<file path="config.mk">
export PLATFORM = sky130hd
export DESIGN_NAME = sps_match_ctrl_flat
export DESIGN_NICKNAME = d
export VERILOG_FILES = /design/src/rtl/sps_match_if.sv /design/src/rtl/sps_match_ctrl.sv /design/src/flat_wrapper.sv
export SDC_FILE = /design/constraint.sdc
export NUM_CORES = 1
export LEC_CHECK = 0
export CORE_MARGIN = 4
export CORE_UTILIZATION = 65
export CTS_CLUSTER_DIAMETER = 40
export CTS_CLUSTER_SIZE = 20
export DETAILED_ROUTE_END_ITERATION = 8
export DONT_BUFFER_PORTS = 1
export GPL_ROUTABILITY_DRIVEN = 0
export PLACE_DENSITY = 0.86
export SLEW_MARGIN = 0
export SYNTH_ARGS = -nofsm -noshare
export SYNTH_HDL_FRONTEND = slang
export SYNTH_SLANG_ARGS = --single-unit
</file>
<file path="constraint.sdc">
create_clock -name clk -period 3.23 [get_ports clk]
set_input_delay 0.4845 -clock clk [delete_from_list [all_inputs] [get_ports clk]]
set_output_delay 0.4845 -clock clk [all_outputs]
set_load 0.02 [all_outputs]
</file>
<file path="src/rtl/sps_match_if.sv">
// sps_match_if: player commit inputs and round/match reporting outputs of the match controller
interface sps_match_if;
  logic       match_start;
  logic [1:0] p1_move;
  logic       p1_commit;
  logic [1:0] p2_move;
  logic       p2_commit;
  logic       p1_locked;
  logic       p2_locked;
  logic       round_valid;
  logic [1:0] round_result;
  logic [3:0] p1_score;
  logic [3:0] p2_score;
  logic [7:0] round_count;
  logic       match_done;
  logic [1:0] match_winner;
  logic       timeout_flag;
  logic [2:0] state_o;
  modport master (
    output match_start, p1_move, p1_commit, p2_move, p2_commit,
    input  p1_locked, p2_locked, round_valid, round_result, p1_score, p2_score,
           round_count, match_done, match_winner, timeout_flag, state_o
  );
  modport slave (
    input  match_start, p1_move, p1_commit, p2_move, p2_commit,
    output p1_locked, p2_locked, round_valid, round_result, p1_score, p2_score,
           round_count, match_done, match_winner, timeout_flag, state_o
  );
endinterface

</file>
<file path="src/rtl/sps_match_ctrl.sv">
// sps_match_ctrl: stone-paper-scissors match controller with commit locks, timeout forfeits and scoring
module sps_match_ctrl #(
  parameter int unsigned WIN_TARGET     = 3,
  parameter logic [15:0] TIMEOUT_CYCLES = 16'd1000
) (
  input logic        clk,
  input logic        rst_n,
  sps_match_if.slave m
);
  typedef enum logic [2:0] {
    IDLE     = 3'b000,
    COLLECT  = 3'b001,
    EVALUATE = 3'b010,
    REPORT   = 3'b011,
    DONE     = 3'b100
  } state_t;
  localparam logic [3:0]  WIN    = 4'(WIN_TARGET);
  localparam logic [15:0] T_LAST = TIMEOUT_CYCLES - 16'd1;
  state_t      state_q, state_d;
  logic [1:0]  p1_mv_q, p1_mv_d, p2_mv_q, p2_mv_d;
  logic [1:0]  result_q, result_d, winner_q, winner_d;
  logic [1:0]  norm_res, forf_res;
  logic        p1_lk_q, p1_lk_d, p2_lk_q, p2_lk_d;
  logic        forfeit_q, forfeit_d, valid_q, valid_d, tout_q, tout_d, done_q, done_d;
  logic [15:0] timer_q, timer_d;
  logic [3:0]  p1_sc_q, p1_sc_d, p2_sc_q, p2_sc_d;
  logic [7:0]  count_q, count_d;
  logic        cap1, cap2;
  // stone 00 beats scissors 10, scissors beats paper 01, paper beats stone
  assign norm_res = (p1_mv_q == 2'b11 || p2_mv_q == 2'b11) ? 2'b11 :
                    (p1_mv_q == p2_mv_q) ? 2'b00 :
                    ({p1_mv_q, p2_mv_q} inside {4'b0010, 4'b1001, 4'b0100}) ? 2'b01 : 2'b10;
  assign forf_res = p1_lk_q ? 2'b01 : p2_lk_q ? 2'b10 : 2'b11;
  // next-state and next-output logic; a restart request wins over everything else in COLLECT
  always_comb begin
    state_d   = state_q;
    p1_mv_d   = p1_mv_q;
    p2_mv_d   = p2_mv_q;
    p1_lk_d   = p1_lk_q;
    p2_lk_d   = p2_lk_q;
    forfeit_d = forfeit_q;
    timer_d   = timer_q;
    result_d  = result_q;
    valid_d   = valid_q;
    tout_d    = tout_q;
    p1_sc_d   = p1_sc_q;
    p2_sc_d   = p2_sc_q;
    count_d   = count_q;
    done_d    = done_q;
    winner_d  = winner_q;
    cap1      = state_q == COLLECT && !m.match_start && m.p1_commit && !p1_lk_q;
    cap2      = state_q == COLLECT && !m.match_start && m.p2_commit && !p2_lk_q;
    if (m.match_start && (state_q == IDLE || state_q == COLLECT || state_q == DONE)) begin
      state_d   = COLLECT;
      p1_mv_d   = '0;
      p2_mv_d   = '0;
      p1_lk_d   = 1'b0;
      p2_lk_d   = 1'b0;
      forfeit_d = 1'b0;
      timer_d   = '0;
      p1_sc_d   = '0;
      p2_sc_d   = '0;
      count_d   = '0;
      done_d    = 1'b0;
      winner_d  = 2'b00;
    end else if (state_q == COLLECT) begin
      p1_lk_d   = p1_lk_q | cap1;
      p2_lk_d   = p2_lk_q | cap2;
      p1_mv_d   = cap1 ? m.p1_move : p1_mv_q;
      p2_mv_d   = cap2 ? m.p2_move : p2_mv_q;
      timer_d   = timer_q + 16'd1;
      forfeit_d = !(p1_lk_d && p2_lk_d);
      state_d   = ((p1_lk_q && p2_lk_q) || timer_q == T_LAST) ? EVALUATE : COLLECT;
    end else if (state_q == EVALUATE) begin
      result_d = forfeit_q ? forf_res : norm_res;
      valid_d  = 1'b1;
      tout_d   = forfeit_q;
      p1_sc_d  = p1_sc_q + 4'(result_d == 2'b01);
      p2_sc_d  = p2_sc_q + 4'(result_d == 2'b10);
      count_d  = (count_q == 8'hFF) ? count_q : count_q + 8'd1;
      state_d  = REPORT;
    end else if (state_q == REPORT) begin
      valid_d   = 1'b0;
      tout_d    = 1'b0;
      done_d    = p1_sc_q == WIN || p2_sc_q == WIN;
      winner_d  = (p1_sc_q == WIN) ? 2'b01 : (p2_sc_q == WIN) ? 2'b10 : 2'b00;
      state_d   = done_d ? DONE : COLLECT;
      p1_lk_d   = 1'b0;
      p2_lk_d   = 1'b0;
      p1_mv_d   = '0;
      p2_mv_d   = '0;
      forfeit_d = 1'b0;
      timer_d   = '0;
    end
  end
  // all state and outputs are registered and cleared asynchronously by reset
  always_ff @(posedge clk or negedge rst_n) begin
    if (!rst_n) begin
      state_q   <= IDLE;
      p1_mv_q   <= '0;
      p2_mv_q   <= '0;
      p1_lk_q   <= 1'b0;
      p2_lk_q   <= 1'b0;
      forfeit_q <= 1'b0;
      timer_q   <= '0;
      result_q  <= '0;
      valid_q   <= 1'b0;
      tout_q    <= 1'b0;
      p1_sc_q   <= '0;
      p2_sc_q   <= '0;
      count_q   <= '0;
      done_q    <= 1'b0;
      winner_q  <= '0;
    end else begin
      state_q   <= state_d;
      p1_mv_q   <= p1_mv_d;
      p2_mv_q   <= p2_mv_d;
      p1_lk_q   <= p1_lk_d;
      p2_lk_q   <= p2_lk_d;
      forfeit_q <= forfeit_d;
      timer_q   <= timer_d;
      result_q  <= result_d;
      valid_q   <= valid_d;
      tout_q    <= tout_d;
      p1_sc_q   <= p1_sc_d;
      p2_sc_q   <= p2_sc_d;
      count_q   <= count_d;
      done_q    <= done_d;
      winner_q  <= winner_d;
    end
  end
  assign m.p1_locked    = p1_lk_q;
  assign m.p2_locked    = p2_lk_q;
  assign m.round_valid  = valid_q;
  assign m.round_result = result_q;
  assign m.p1_score     = p1_sc_q;
  assign m.p2_score     = p2_sc_q;
  assign m.round_count  = count_q;
  assign m.match_done   = done_q;
  assign m.match_winner = winner_q;
  assign m.timeout_flag = tout_q;
  assign m.state_o      = state_q;
endmodule

</file>
<file path="src/flat_wrapper.sv">
// flat-port wrapper written by rule: the top's interface ports become plain ports
module sps_match_ctrl_flat 
#(
  parameter int unsigned WIN_TARGET     = 3,
  parameter logic [15:0] TIMEOUT_CYCLES = 16'd1000
)
  (clk, rst_n, m_match_start, m_p1_move, m_p1_commit, m_p2_move, m_p2_commit, m_p1_locked, m_p2_locked, m_round_valid, m_round_result, m_p1_score, m_p2_score, m_round_count, m_match_done, m_match_winner, m_timeout_flag, m_state_o);
  sps_match_if m_i ();
  input logic clk;
  input logic rst_n;
  input wire logic [$bits(m_i.match_start)-1:0] m_match_start;
  input wire logic [$bits(m_i.p1_move)-1:0] m_p1_move;
  input wire logic [$bits(m_i.p1_commit)-1:0] m_p1_commit;
  input wire logic [$bits(m_i.p2_move)-1:0] m_p2_move;
  input wire logic [$bits(m_i.p2_commit)-1:0] m_p2_commit;
  output wire logic [$bits(m_i.p1_locked)-1:0] m_p1_locked;
  output wire logic [$bits(m_i.p2_locked)-1:0] m_p2_locked;
  output wire logic [$bits(m_i.round_valid)-1:0] m_round_valid;
  output wire logic [$bits(m_i.round_result)-1:0] m_round_result;
  output wire logic [$bits(m_i.p1_score)-1:0] m_p1_score;
  output wire logic [$bits(m_i.p2_score)-1:0] m_p2_score;
  output wire logic [$bits(m_i.round_count)-1:0] m_round_count;
  output wire logic [$bits(m_i.match_done)-1:0] m_match_done;
  output wire logic [$bits(m_i.match_winner)-1:0] m_match_winner;
  output wire logic [$bits(m_i.timeout_flag)-1:0] m_timeout_flag;
  output wire logic [$bits(m_i.state_o)-1:0] m_state_o;
  assign m_i.match_start = m_match_start;
  assign m_i.p1_move = m_p1_move;
  assign m_i.p1_commit = m_p1_commit;
  assign m_i.p2_move = m_p2_move;
  assign m_i.p2_commit = m_p2_commit;
  assign m_p1_locked = m_i.p1_locked;
  assign m_p2_locked = m_i.p2_locked;
  assign m_round_valid = m_i.round_valid;
  assign m_round_result = m_i.round_result;
  assign m_p1_score = m_i.p1_score;
  assign m_p2_score = m_i.p2_score;
  assign m_round_count = m_i.round_count;
  assign m_match_done = m_i.match_done;
  assign m_match_winner = m_i.match_winner;
  assign m_timeout_flag = m_i.timeout_flag;
  assign m_state_o = m_i.state_o;
  sps_match_ctrl #(.WIN_TARGET(WIN_TARGET), .TIMEOUT_CYCLES(TIMEOUT_CYCLES)) u_core (.clk(clk), .rst_n(rst_n), .m(m_i));
endmodule
</file>
# --- Yosys cells after proc, flatten, opt, wreduce, memory -nomap -nowiden ---
# Index checks and enable logic that the tools add are counted.
totals:
  ff_bits: 49
  latchBits: 0
  mem_bits_rw: 0
  mem_bits_ro: 0
  input_bits: 9
  out_inout_bits: 28
  wordCells: 131
  n_memories: 0
op_classes:
  add_sub_neg: 4
  n_mul: 0
  div_mod_pow: 0
  order_cmp: 0
  eq_ne: 22
  shifts: 0
  n_mux: 54
  bitwise_logic: 4
  reduce_logical: 32
ops:
  columns: ["op", "count"]
  rows:
  - ["two-way mux 16 bit", 4]
  - ["two-way mux 2 bit", 20]
  - ["two-way mux 8 bit", 4]
  - ["two-way mux 4 bit", 6]
  - ["AND reduction 3 bit", 6]
  - ["adder 16 x 1 -> 16 bit (second input constant)", 1]
  - ["equality test 16 x 10 -> 1 bit (second input constant)", 1]
  - ["two-way mux 1 bit", 15]
  - ["two-way mux 3 bit", 5]
  - ["equality test 4 x 2 -> 1 bit (second input constant)", 3]
  - ["adder 4 x 1 -> 4 bit", 2]
  - ["adder 8 x 1 -> 8 bit (second input constant)", 1]
  - ["equality test 8 bit (second input constant)", 1]
  - ["logical AND 1 bit", 8]
  - ["equality test 2 bit (second input constant)", 3]
  - ["equality test 3 x 2 -> 1 bit (second input constant)", 2]
  - ["inequality test 3 x 2 -> 1 bit (second input constant)", 2]
  - ["nonzero test 2 bit", 3]
  - ["nonzero test 3 bit", 2]
  - ["logical OR 1 bit", 5]
  - ["equality test 4 x 3 -> 1 bit (second input constant)", 1]
  - ["equality test 4 bit (second input constant)", 1]
  - ["logical NOT 1 bit", 4]
  - ["inequality test 2 x 1 -> 1 bit (second input constant)", 2]
  - ["other kinds (11)", 14]

# --- Depth between registers and ports, before layout ---
# Gate-level depths: netlist of the first run.
logic_depth:
  ltp_word: 11
  depth_mapped: 10
  ltp_nobuf: 10

# --- Least setup slack after synthesis of the first run ---
# No wires, ideal clock.
synth_timing:
  path_kind: "register -> register"
  from: "register u_core.p1_mv_q[1]"
  to: "register u_core.p1_sc_q[1], in the netlist u_core.m.p1_score[1]"
  setup_ps: 121
  t_arrival_ps: 1735
  required_ps: 3109
  path_slack_ps: 1374
  path_stages_with_launch: 8
  path_buffers: 0
  period_less_slack_ps: 1856
  cell_sequence: "dfrtp_1 mux2_2 o22ai_1 o21ai_0 nor2b_1 ha_1 ha_1 a22o_1"
synth_via:
  elab_chain_cells: 11
  elab_cells_between_ends: 16
  classes_between: "add/sub (1); eq/ne (6); mux (7); reduce/logical (2)"
synth_rtl:
  columns: ["element", "line_no", "rtl"]
  rows:
  - ["start, declared", "sps_match_ctrl.sv:20", "logic [1:0] p1_mv_q, p1_mv_d, p2_mv_q, p2_mv_d;"]
  - ["start signal, assigned", "sps_match_ctrl.sv:116", "p1_mv_q <= p1_mv_d;"]
  - ["equality test 4 x 2 -> 1 bit (tied with other cells)", "sps_match_ctrl.sv:32", "({p1_mv_q, p2_mv_q} inside {4'b0010, 4'b1001, 4'b0100}) ? 2'b01 : 2'b10;"]
  - ["nonzero test 3 bit", "sps_match_ctrl.sv:32", null]
  - ["two-way mux 2 bit", "sps_match_ctrl.sv:32", null]
  - ["two-way mux 2 bit", "sps_match_ctrl.sv:31", "(p1_mv_q == p2_mv_q) ? 2'b00 :"]
  - ["two-way mux 2 bit *", "sps_match_ctrl.sv:30", "assign norm_res = (p1_mv_q == 2'b11 || p2_mv_q == 2'b11) ? 2'b11 :"]
  - ["two-way mux 2 bit *", "sps_match_ctrl.sv:75", "result_d = forfeit_q ? forf_res : norm_res;"]
  - ["equality test 2 x 1 -> 1 bit *", "sps_match_ctrl.sv:78", "p1_sc_d = p1_sc_q + 4'(result_d == 2'b01);"]
  - ["adder 4 x 1 -> 4 bit *", "sps_match_ctrl.sv:78", null]
  - ["two-way mux 4 bit *", "sps_match_ctrl.sv:74", "end else if (state_q == EVALUATE) begin"]
  - ["two-way mux 4 bit *", "sps_match_ctrl.sv:66", "end else if (state_q == COLLECT) begin"]
  - ["two-way mux 4 bit *", "sps_match_ctrl.sv:53", "if (m.match_start && (state_q == IDLE || state_q == COLLECT || state_q == DONE)) begin"]
  - ["end signal, assigned", "sps_match_ctrl.sv:125", "p1_sc_q <= p1_sc_d;"]
  - ["end, declared", "sps_match_ctrl.sv:26", "logic [3:0] p1_sc_q, p1_sc_d, p2_sc_q, p2_sc_d;"]
# Every way passes the cells marked *; elsewhere a longest branch is shown, timed or not. The select of a mux whose other input is x is not followed.
# A chain may end at the register's enable or synchronous reset.

# --- Worst setup path in the final report of the first run ---
layout_timing:
  from: "register u_core.state_q[1], in the netlist u_core.m.state_o[1]"
  to: "register u_core.p1_mv_q[1]"
layout_via:
  elab_chain_cells: 6
  elab_cells_between_ends: 17
  classes_between: "eq/ne (6); mux (2); reduce/logical (9)"
layout_rtl:
  columns: ["element", "line_no", "rtl"]
  rows:
  - ["start, declared", "sps_match_ctrl.sv:19", "state_t state_q, state_d;"]
  - ["start signal, assigned", "sps_match_ctrl.sv:115", "state_q <= state_d;"]
  - ["equality test 3 x 1 -> 1 bit or logical NOT 3 bit (tied branches)", "sps_match_ctrl.sv:51, sps_match_ctrl.sv:53, sps_match_ctrl.sv:66", null]
  - ["logical OR 1 bit or logical AND 1 bit (tied branches) (2 in series)", "sps_match_ctrl.sv:53, sps_match_ctrl.sv:51", null]
  - ["logical AND 1 bit (on tied branches)", "sps_match_ctrl.sv:53, sps_match_ctrl.sv:51", null]
  - ["inequality test 3 x 2 -> 1 bit (no source line) (tied with other cells)", null, null]
  - ["AND reduction 3 bit (no source line)", null, null]
# Parallel ways exist; a longest one is shown, timed or not.

==> results of run 1 <==
[metrics by stage]
step | util (%) | hold WS (ns) | area, um2 | total power [mW] | setup WS [ns]
2_1_floorplan | - | 0.1889 | 2500 | 1.180 | 1.374
3_3_place_gp | 68.69 | 0.1903 | 2534 | 1.254 | 1.145
3_5_place_dp | 68.69 | 0.1905 | 2534 | 1.286 | 1.081
4_1_cts | 72.25 | 0.03321 | 2665 | 1.716 | 1.061
5_1_grt | 72.25 | 0.03723 | 2665 | 1.824 | 0.7941
6_report | 72.25 | 0.02584 | 2665 | 1.720 | 0.9998
[cell usage after synthesis (all sizes together) (3+ instances only)]
cell type  count
nand2         22
clkbuf         6
nor2          21
a21oi          9
nand4         10
o31ai          3
xor2           8
a21o           3
a31oi          4
nor4           3
nor3           3
a22o           9
ha             6
mux2           4
nand2b         4
nand3          9
xnor2          5
and3           7
dfrtp         49
buf            3
mux2i          4
o21ai         25
o22ai          5
nor2b          6
inv            7
[metal layers]
layer  vias to the layer above  track usage, %  wire length (um)
met3                         7           5.755               382
met1                       940           30.69              2357
met4                         0           5.957                65
li1                        918               -                 -
met5                         -               0                 0
met2                        63           40.61              2831
[where the power goes]
group | switching, mW | internal [mW] | leakage (nW)
sequential | 0.176 | 0.689 | 0.670
combinational | 0.262 | 0.173 | 0.459
clock | 0.195 | 0.225 | 0.0540
[worst reg2reg max path, delay by kind of cell, from the launching register on]
| family | cells | cell delay (ns) |
|---|---|---|
| AND/OR/NAND/NOR | 1 | 0.30 |
| AO/OA/AOI/OAI | 3 | 1.26 |
| flip-flops | 1 | 0.58 |
[placed cells by master (no fill, tap or decap), drive strengths merged, types with 5 or more instances in the layout]
master / instances
xnor2: 5
nor2: 21
o22ai: 5
a22o: 9
nor2b: 6
clkbuf: 5
ha: 6
a21oi: 9
nand4: 10
dfrtp: 49
xor2: 8
o21ai: 25
inv: 7
and3: 7
nand2: 22
nand3: 9
[state kept, by name (all words and copies together) (netlist names)]
register               flops
u_core.forfeit_q           1
u_core.m.match_done        1
u_core.m.match_winner      2
u_core.m.p1_locked         1
u_core.m.p1_score          4
u_core.m.p2_locked         1
u_core.m.p2_score          4
u_core.m.round_count       8
u_core.m.round_result      2
u_core.m.round_valid       1
u_core.m.state_o           3
u_core.m.timeout_flag      1
u_core.p1_mv_q             2
u_core.p2_mv_q             2
u_core.timer_q            16
[worst max-delay path by stage]
stage / from / end / slack, ns / cells after the start
3_3_place_gp: u_core.m.state_o[1] / u_core.p2_mv_q[1] / 1.15 / 4
4_1_cts: u_core.m.state_o[1] / u_core.p1_mv_q[1] / 1.06 / 4
3_5_place_dp: u_core.m.state_o[1] / u_core.p1_mv_q[1] / 1.08 / 4
5_1_grt: u_core.m.state_o[1] / u_core.p2_mv_q[1] / 0.79 / 4
6_report: u_core.m.state_o[1] / u_core.p1_mv_q[1] / 1.0 / 4
2_1_floorplan: u_core.p1_mv_q[1] / u_core.m.p1_score[1] / 1.37 / 7
[kinds of logic after synthesis]
logic type                 after synthesis  share of synthesized area, %
AOI/OAI and AO/OA                       64                         16.17
xor gates and xnor gates                13                         4.555
adders and majority gates                7                         3.403
buffers and inverters                   16                         3.003
DFF                                     49                         49.05
muxes                                    8                         3.403
and+or+nand+nor                         96                         20.42
[area by class of cell]
type / count / area, um2 / share of cell area [%]
Clock buffer: 5 / 68.82 / 2.582
Multi-Input combinational cell: 188 / 1199 / 44.98
Inverter: 7 / 26.28 / 0.9859
Timing Repair Buffer: 4 / 50.05 / 1.878
Tap cell: 48 / 60.06 / 2.254
Clock inverter: 2 / 35.03 / 1.315
Sequential cell: 49 / 1226 / 46.01
==> out/qor.yml, run 1 <==
num_rows: 22
power.leakage_nw: 1.183
synthFlopType: "dfrtp_1"
ys_seq_area_share_pct: 49.05
fp.dieW_um: 70.02
rr_worst_depth: 4
crit_chain: "nand2b_1 > o21ai_1 > o21ai_0 > a22o_1"
root_buffer: "clkbuf_8"
relSlewSlack_pct: 42.19
antennaDiodeCount: 0
grt_overflow: 0
clk_path_buf_depth: 2
initial_core_util_pct: 67.77
synth.distinct_cells: 44
grt_max_degree: 50
syn_inst: 253
htreeDepth: 2
cap_violations: 0
cp.buffers_inverters: 0
grt_first_pass_wirelength_mm: 9.439
antenna_found_initial: 0
drt.antenna.violating_nets: 0
cp_top_family: "compound AO/OA/AOI/OAI gates"
syn-cell-area_mm2: 0.002500
worst-setup-path-type: "flop to flop"
cts_tree: "done"
track_usage_pct: 23.88
drt_iter0_drc: 142
synth_edf_count: 0
ir_drop_uv: 390.9
die-area_mm2: 0.004902
tightest_slew_ns: 0.8614
fin_crit_sh_pct: 69.05
post_cts_buffers: 0
p_per_area_mw_per_mm2: 645.4
synthDominantCellAreaShare_pct: 49.05
postCtsHoldBufs: 1
nNetsFinal: 270
hold_violations: 0
grt_pass1_vias: 1895
async_flop_share_pct: 100.0
cts.repair.resized: 0
r2r_end: "u_core.p1_mv_q[1]"
setup_viol: 0
synthTopCellsByArea: "dfrtp_1 49%, o21ai_0 4.6%, nand2_1 3.3%, a22o_1 3.2%, nor2_1 3.2%"
r2r-start: "u_core.m.state_o[1]"
yosysWarningCount: 0
firstDrtPassIters: 4
synth_area_per_cell_um2: 9.881
drive_gt1_share_pct: 9.020
crit_path_max_fanout: 14
grt_setup_unrepaired: "false"
ios: 37
synth-seq-cells: 49
port_buffers: 0
clock_latency_ns: 0.30
start_kind: "flop"
slew_violations: 0
coreArea_mm2: 0.003689
cts_buffers: 5
arrival_ns: 2.42
vias_per_cell: 6.363
required_ns: 3.42
route.final.wire_length_mm: 5.636
cp-end-kind: "flop"
final_cells: 303
num_vias: 1928
wl_per_cell_um: 18.60
post-route-min-period_ns: 2.230
hpwlAfterDp_mm: 3.729
clock.fmax_mhz: 448.4
drc: 0
cts_sinks: 49
finClkSkew_ns: 0.005447
synthesis.nets: 268
min_path_type: "primary input to asynchronous set/reset pin"
cp_slowest_cell: "o21ai_1"
placed_cells: 295
cp_slowest_stage_delay_ns: 0.70
synth_top_area_cell: "dfrtp_1"
run_status: "completed"
rrSetupSlack_ns: 1.0
clk_pin_slew_ns: 0.09
timing.setup.tns_ns: 0
die_h_um: 70.02
fillers: 270
syn_to_final_growth_pct: 6.607
Note: power is estimated with default switching activity, not from simulation.
==> run 2: changes to the inputs <==
--- a/config.mk
+++ b/config.mk
@@ -6,13 +6,13 @@
 export NUM_CORES = 1
 export LEC_CHECK = 0
 export CORE_MARGIN = 4
-export CORE_UTILIZATION = 65
+export CORE_UTILIZATION = 56
 export CTS_CLUSTER_DIAMETER = 40
 export CTS_CLUSTER_SIZE = 20
 export DETAILED_ROUTE_END_ITERATION = 8
 export DONT_BUFFER_PORTS = 1
 export GPL_ROUTABILITY_DRIVEN = 0
-export PLACE_DENSITY = 0.86
+export PLACE_DENSITY = 0.79
 export SLEW_MARGIN = 0
 export SYNTH_ARGS = -nofsm -noshare
 export SYNTH_HDL_FRONTEND = slang
==> constraint.sdc (replaced) <==
create_clock -name clk -period 2.05 [get_ports clk]
set_input_delay 0.3075 -clock clk [delete_from_list [all_inputs] [get_ports clk]]
set_output_delay 0.3075 -clock clk [all_outputs]
set_load 0.02 [all_outputs]
==> out/qor.yml, run 2 (synthesized netlist as in run 1, its figures left out) <==
cp-end-kind: "flop"
hold_violations: 0
hpwlAfterDp_mm: 3.629
nNetsFinal: 287
wl_per_cell_um: 16.64
die-area_mm2: 0.005597
fp.dieW_um: 74.82
cts_buffers: 5
min_path_type: "primary input to flop"
clk_pin_slew_ns: 0.09
relSlewSlack_pct: 64.40
tightest_slew_ns: 0.5269
holdPathEnd: "u_core.p2_mv_q[1]"
coreArea_mm2: 0.004324
num_rows: 24
clk_path_buf_depth: 2
r2r_end: "u_core.m.p2_score[1]"
wl_met2_mm: 2.759
vias_per_cell: 6.092
crit_path_max_fanout: 5
required_ns: 2.25
run_status: "completed"
route.final.wire_length_mm: 5.407
maxUsedRoutingLayer: "met4"
drt.antenna.violating_nets: 0
clock.fmax_mhz: 488.9
m1WireLength_mm: 2.322
cap_violations: 0
antenna_found_initial: 0
port_buffers: 0
firstDrtPassIters: 4
final_common_cell: "dfrtp_1"
clock_latency_ns: 0.30
top_register: "u_core.timer_q"
worst-setup-path-type: "flop to flop"
grt_pass1_vias: 1815
finalCoreUtilization_pct: 66.46
syn_to_final_growth_pct: 14.97
root_buffer: "clkbuf_8"
setup_viol: 0
rr_worst_depth: 10
die_h_um: 74.82
slew_violations: 0
cts_sinks: 49
rrSetupSlack_ns: 0.005
fillers: 332
grt_overflow: 0
holdPathStages: 1
drive_gt1_share_pct: 19.05
post-route-min-period_ns: 2.045
cts_tree: "done"
htreeDepth: 2
largest_register_ffs: 16
grt_first_pass_wirelength_mm: 8.597
grt_max_degree: 50
p_per_area_mw_per_mm2: 1056
drt_iter0_drc: 146
start_kind: "flop"
fin_crit_sh_pct: 99.78
ir_drop_uv: 412.7
power.leakage_nw: 1.281
r2r-start: "u_core.p2_mv_q[1]"
ios: 37
hold_start: "m_p2_move[1]"
power_mw: 3.036
initial_core_util_pct: 57.81
drc: 0
num_vias: 1980
track_usage_pct: 20.02
antennaDiodeCount: 0
arrival_ns: 2.24
finClkSkew_ns: 0.006734
layout_common_cells: "47 x dfrtp_1, 22 x o21ai_0, 22 x nand2_1"
route.met3.wl_um: 257
-- run 2: cell count changes in the layout (fill, tap and decap cells not counted), moves of 2 or more --
cell and delta:
a21oi_1 -2, a21oi_2 +2, buf_4 +16, dfrtp_1 -2, dfrtp_2 +2, ha_1 -2, ha_2 +2, nor2b_1 -4
nor2b_2 +3
-- run 2: final cells by class --
type                    count  area, um2  area share, %
clock buffers               5      68.82          2.394
repair buffers             21      180.2          6.269
multi-input cells         188       1236          43.01
clock inverters             3      68.82          2.394
well taps                  52      65.06          2.264
inverters                   7      26.28         0.9142
flip-flops and latches     49       1229          42.75
-- run 2: worst max-delay path, stage by stage, from the launching register on --
cell and delay, ns:
dfrtp_2 0.43, buf_4 0.15, nor2b_4 0.13, a21oi_2 0.06
o22ai_1 0.17, mux2i_1 0.17, nor2b_2 0.20, ha_2 0.18
ha_1 0.27, mux2i_1 0.14, nor2_1 0.05
-- run 2: timing repair --
action                                 in CTS  in global routing
setup endpoints to repair                   0                  5
gates resized for setup                     0                 14
buffers inserted                            0                  4
endpoints found under the hold margin      49                  0
hold buffers                                2                  0
-- run 2: per-layer routing --
layer  vias up  track usage [%]
li1        951                -
met1       982            25.98
met2        39            33.07
met3         8            5.340
met4         0            5.731
met5         -                0
-- run 2: metrics by stage --
step,area (um2),cells,worst slack (ns),setup TNS (ns),hold slack [ns]
floorplan,2500,253,0.1943,0,0.01191
global placement,2629,311,0.1636,0,0.01328
detailed placement,2629,311,0.06377,0,0.01300
CTS,2804,321,0.04166,0,0.1327
global route,2874,325,-0.09898,-0.2976,0.1217
finish,2874,325,0.004507,0,0.1400
-- run 2: how the worst max path moves through the flow --
stage                      start                   end  slack, ns  cells after the start
4_1_cts        u_core.p2_mv_q[1]  u_core.m.p1_score[1]       0.04                      8
5_1_grt        u_core.p2_mv_q[1]  u_core.m.p2_score[2]       -0.1                     11
2_1_floorplan  u_core.p1_mv_q[1]  u_core.m.p1_score[1]       0.19                      7
3_3_place_gp   u_core.p2_mv_q[1]  u_core.m.p1_score[1]       0.16                      8
6_report       u_core.p2_mv_q[1]  u_core.m.p2_score[1]      0.005                     10
3_5_place_dp   u_core.p2_mv_q[1]  u_core.m.p2_score[1]       0.06                      9
-- run 2: power by group --
| part | switching [mW] | internal, mW | leakage, nW |
|---|---|---|---|
| combinational | 0.534 | 0.407 | 0.546 |
| sequential | 0.193 | 1.09 | 0.667 |
| clock | 0.322 | 0.491 | 0.0687 |
| total | 1.05 | 1.99 | 1.28 |
==> run 3: changes to the inputs <==
--- a/config.mk
+++ b/config.mk
@@ -5,14 +5,15 @@
 export SDC_FILE = /design/constraint.sdc
 export NUM_CORES = 1
 export LEC_CHECK = 0
+export ABC_CLOCK_PERIOD_IN_PS = 2050
+export CORE_ASPECT_RATIO = 1.5
 export CORE_MARGIN = 4
-export CORE_UTILIZATION = 56
+export CORE_UTILIZATION = 49
 export CTS_CLUSTER_DIAMETER = 40
 export CTS_CLUSTER_SIZE = 20
 export DETAILED_ROUTE_END_ITERATION = 8
-export DONT_BUFFER_PORTS = 1
 export GPL_ROUTABILITY_DRIVEN = 0
-export PLACE_DENSITY = 0.79
+export PLACE_DENSITY = 0.81
 export SLEW_MARGIN = 0
 export SYNTH_ARGS = -nofsm -noshare
 export SYNTH_HDL_FRONTEND = slang
==> out/qor.yml, run 3 (synthesized netlist as in run 1, its figures left out) <==
layout_common_cells: "49 x dfrtp_1, 35 x clkdlybuf4s50_1, 22 x o21ai_0, 22 x nand2_1, 21 x nor2_1"
required_ns: 1.74
htreeDepth: 2
drt.antenna.violating_nets: 0
arrival_ns: 1.67
seqPwrFrac_pct: 43.1
port_buffers: 36
grt_overflow: 0
drive_gt1_share_pct: 12.33
num_rows: 31
post_cts_buffers: 0
pre_cts_slack_ns: 0.05157
run_status: "completed"
ios: 37
met2_usage_pct: 35.96
hpwlAfterDp_mm: 4.129
wl_per_cell_um: 15.70
r2r-start: "u_core.p2_mv_q[1]"
finClkSkew_ns: 0.01335
tightest_slew_ns: 0.6229
cts_sinks: 49
cap_violations: 0
swShare_pct: 36.49
cp_slowest_cell: "clkdlybuf4s50_1"
startpoint: "u_core.m.state_o[0]"
hold_start: "u_core.m.round_valid"
placed_cells: 357
slew_violations: 0
drt_iter0_drc: 98
num_vias: 2091
comb_power_share_pct: 35.7
met3_usage_pct: 3.184
power.leakage_nw: 1.349
coreArea_mm2: 0.004887
design_area_mm2: 0.003110
relSlewSlack_pct: 58.19
busiest_layer: "met2"
setup_viol: 0
antenna_found_initial: 0
post-route-min-period_ns: 1.976
cts_buffers: 5
track_usage_pct: 19.89
start_kind: "flop"
root_buffer: "clkbuf_8"
cp.buffers_inverters: 1
route.final.wire_length_mm: 5.745
min_path_type: "flop to flop"
clock_latency_ns: 0.31
p_per_area_mw_per_mm2: 928.8
vias_per_cell: 5.713
antennaDiodeCount: 0
hold_ws_ns: 0.5011
clk_path_buf_depth: 2
internal_power_mw: 1.835
drc: 0
setup_ws_ns: 0.07429
die_h_um: 95.48
grt_setup_unrepaired: "false"
ir_drop_uv: 552.6
finalCoreUtilization_pct: 63.65
cp_top_family: "buffers and inverters"
nNetsFinal: 314
crit_path_max_fanout: 15
fin_crit_sh_pct: 96.38
grt_first_pass_wirelength_mm: 9.777
grt_pass1_vias: 2155
fillers: 416
die-area_mm2: 0.006332
syn_to_final_growth_pct: 24.42
clk_pin_slew_ns: 0.09
clock.fmax_mhz: 506.1
hold_violations: 0
cts_tree: "done"
worst-setup-path-type: "flop to primary output"
cp-end-kind: "primary output"
initial_core_util_pct: 51.15
grtUsageMet1_pct: 22.50
power_mw: 2.889
crit_chain: "clkdlybuf4s50_1"
p_clk_share_pct: 21.1
fp.dieW_um: 66.32
grt_max_degree: 29
top_register: "u_core.timer_q"
firstDrtPassIters: 4
cp_slowest_stage_delay_ns: 0.70
dpl_cell_area_mm2: 0.002984
p_sw_mw: 1.054
final_cells: 366
timing.setup.tns_ns: 0
largest_register_ffs: 16
final_common_cell: "dfrtp_1"
-- run 3: power by group through the flow --
stage	logic (mW)	clock network, mW	registers, mW
2_1_floorplan	0.554	0	1.31
3_3_place_gp	0.981	0	1.25
3_5_place_dp	1.00	0	1.26
4_1_cts	1.01	0.620	1.24
5_1_grt	1.13	0.662	1.27
6_report	1.03	0.611	1.25
-- run 3: routing by layer --
layer  wire (um)  vias up
met1        2418     1028
met5           0        -
met4         115        0
met2        3037       47
li1            -     1006
met3         173       10
-- run 3: worst paths after layout --
kind	endpoint	slack (ns)	depth (start not counted)
setup / recovery	m_state_o[0]	0.07	1
hold / removal	u_core.m.round_valid	0.50	1
setup reg to reg	u_core.m.p1_score[1]	0.12	8
hold reg to reg	u_core.m.round_valid	0.50	1
max in group asynchronous	u_core.timer_q[11]	1.00	3
min in group asynchronous	u_core.m.match_done	0.52	2
-- run 3: repair_timing --
action	4_1_cts	5_1_grt
gates resized for setup	0	6
endpoints found under the setup margin	0	5
hold buffers	1	0
endpoints found under the hold margin	21	0
-- run 3: layout make-up --
class                      count  area, um2  share of cell area, %
clock buffer                   6      82.58                  2.655
multi-input combinational    188       1219                  39.18
tap                           66      82.58                  2.655
timing repair buffer          48      460.4                  14.80
sequential                    49       1226                  39.42
clock inverter                 2      13.76                 0.4425
inverter                       7      26.28                 0.8447
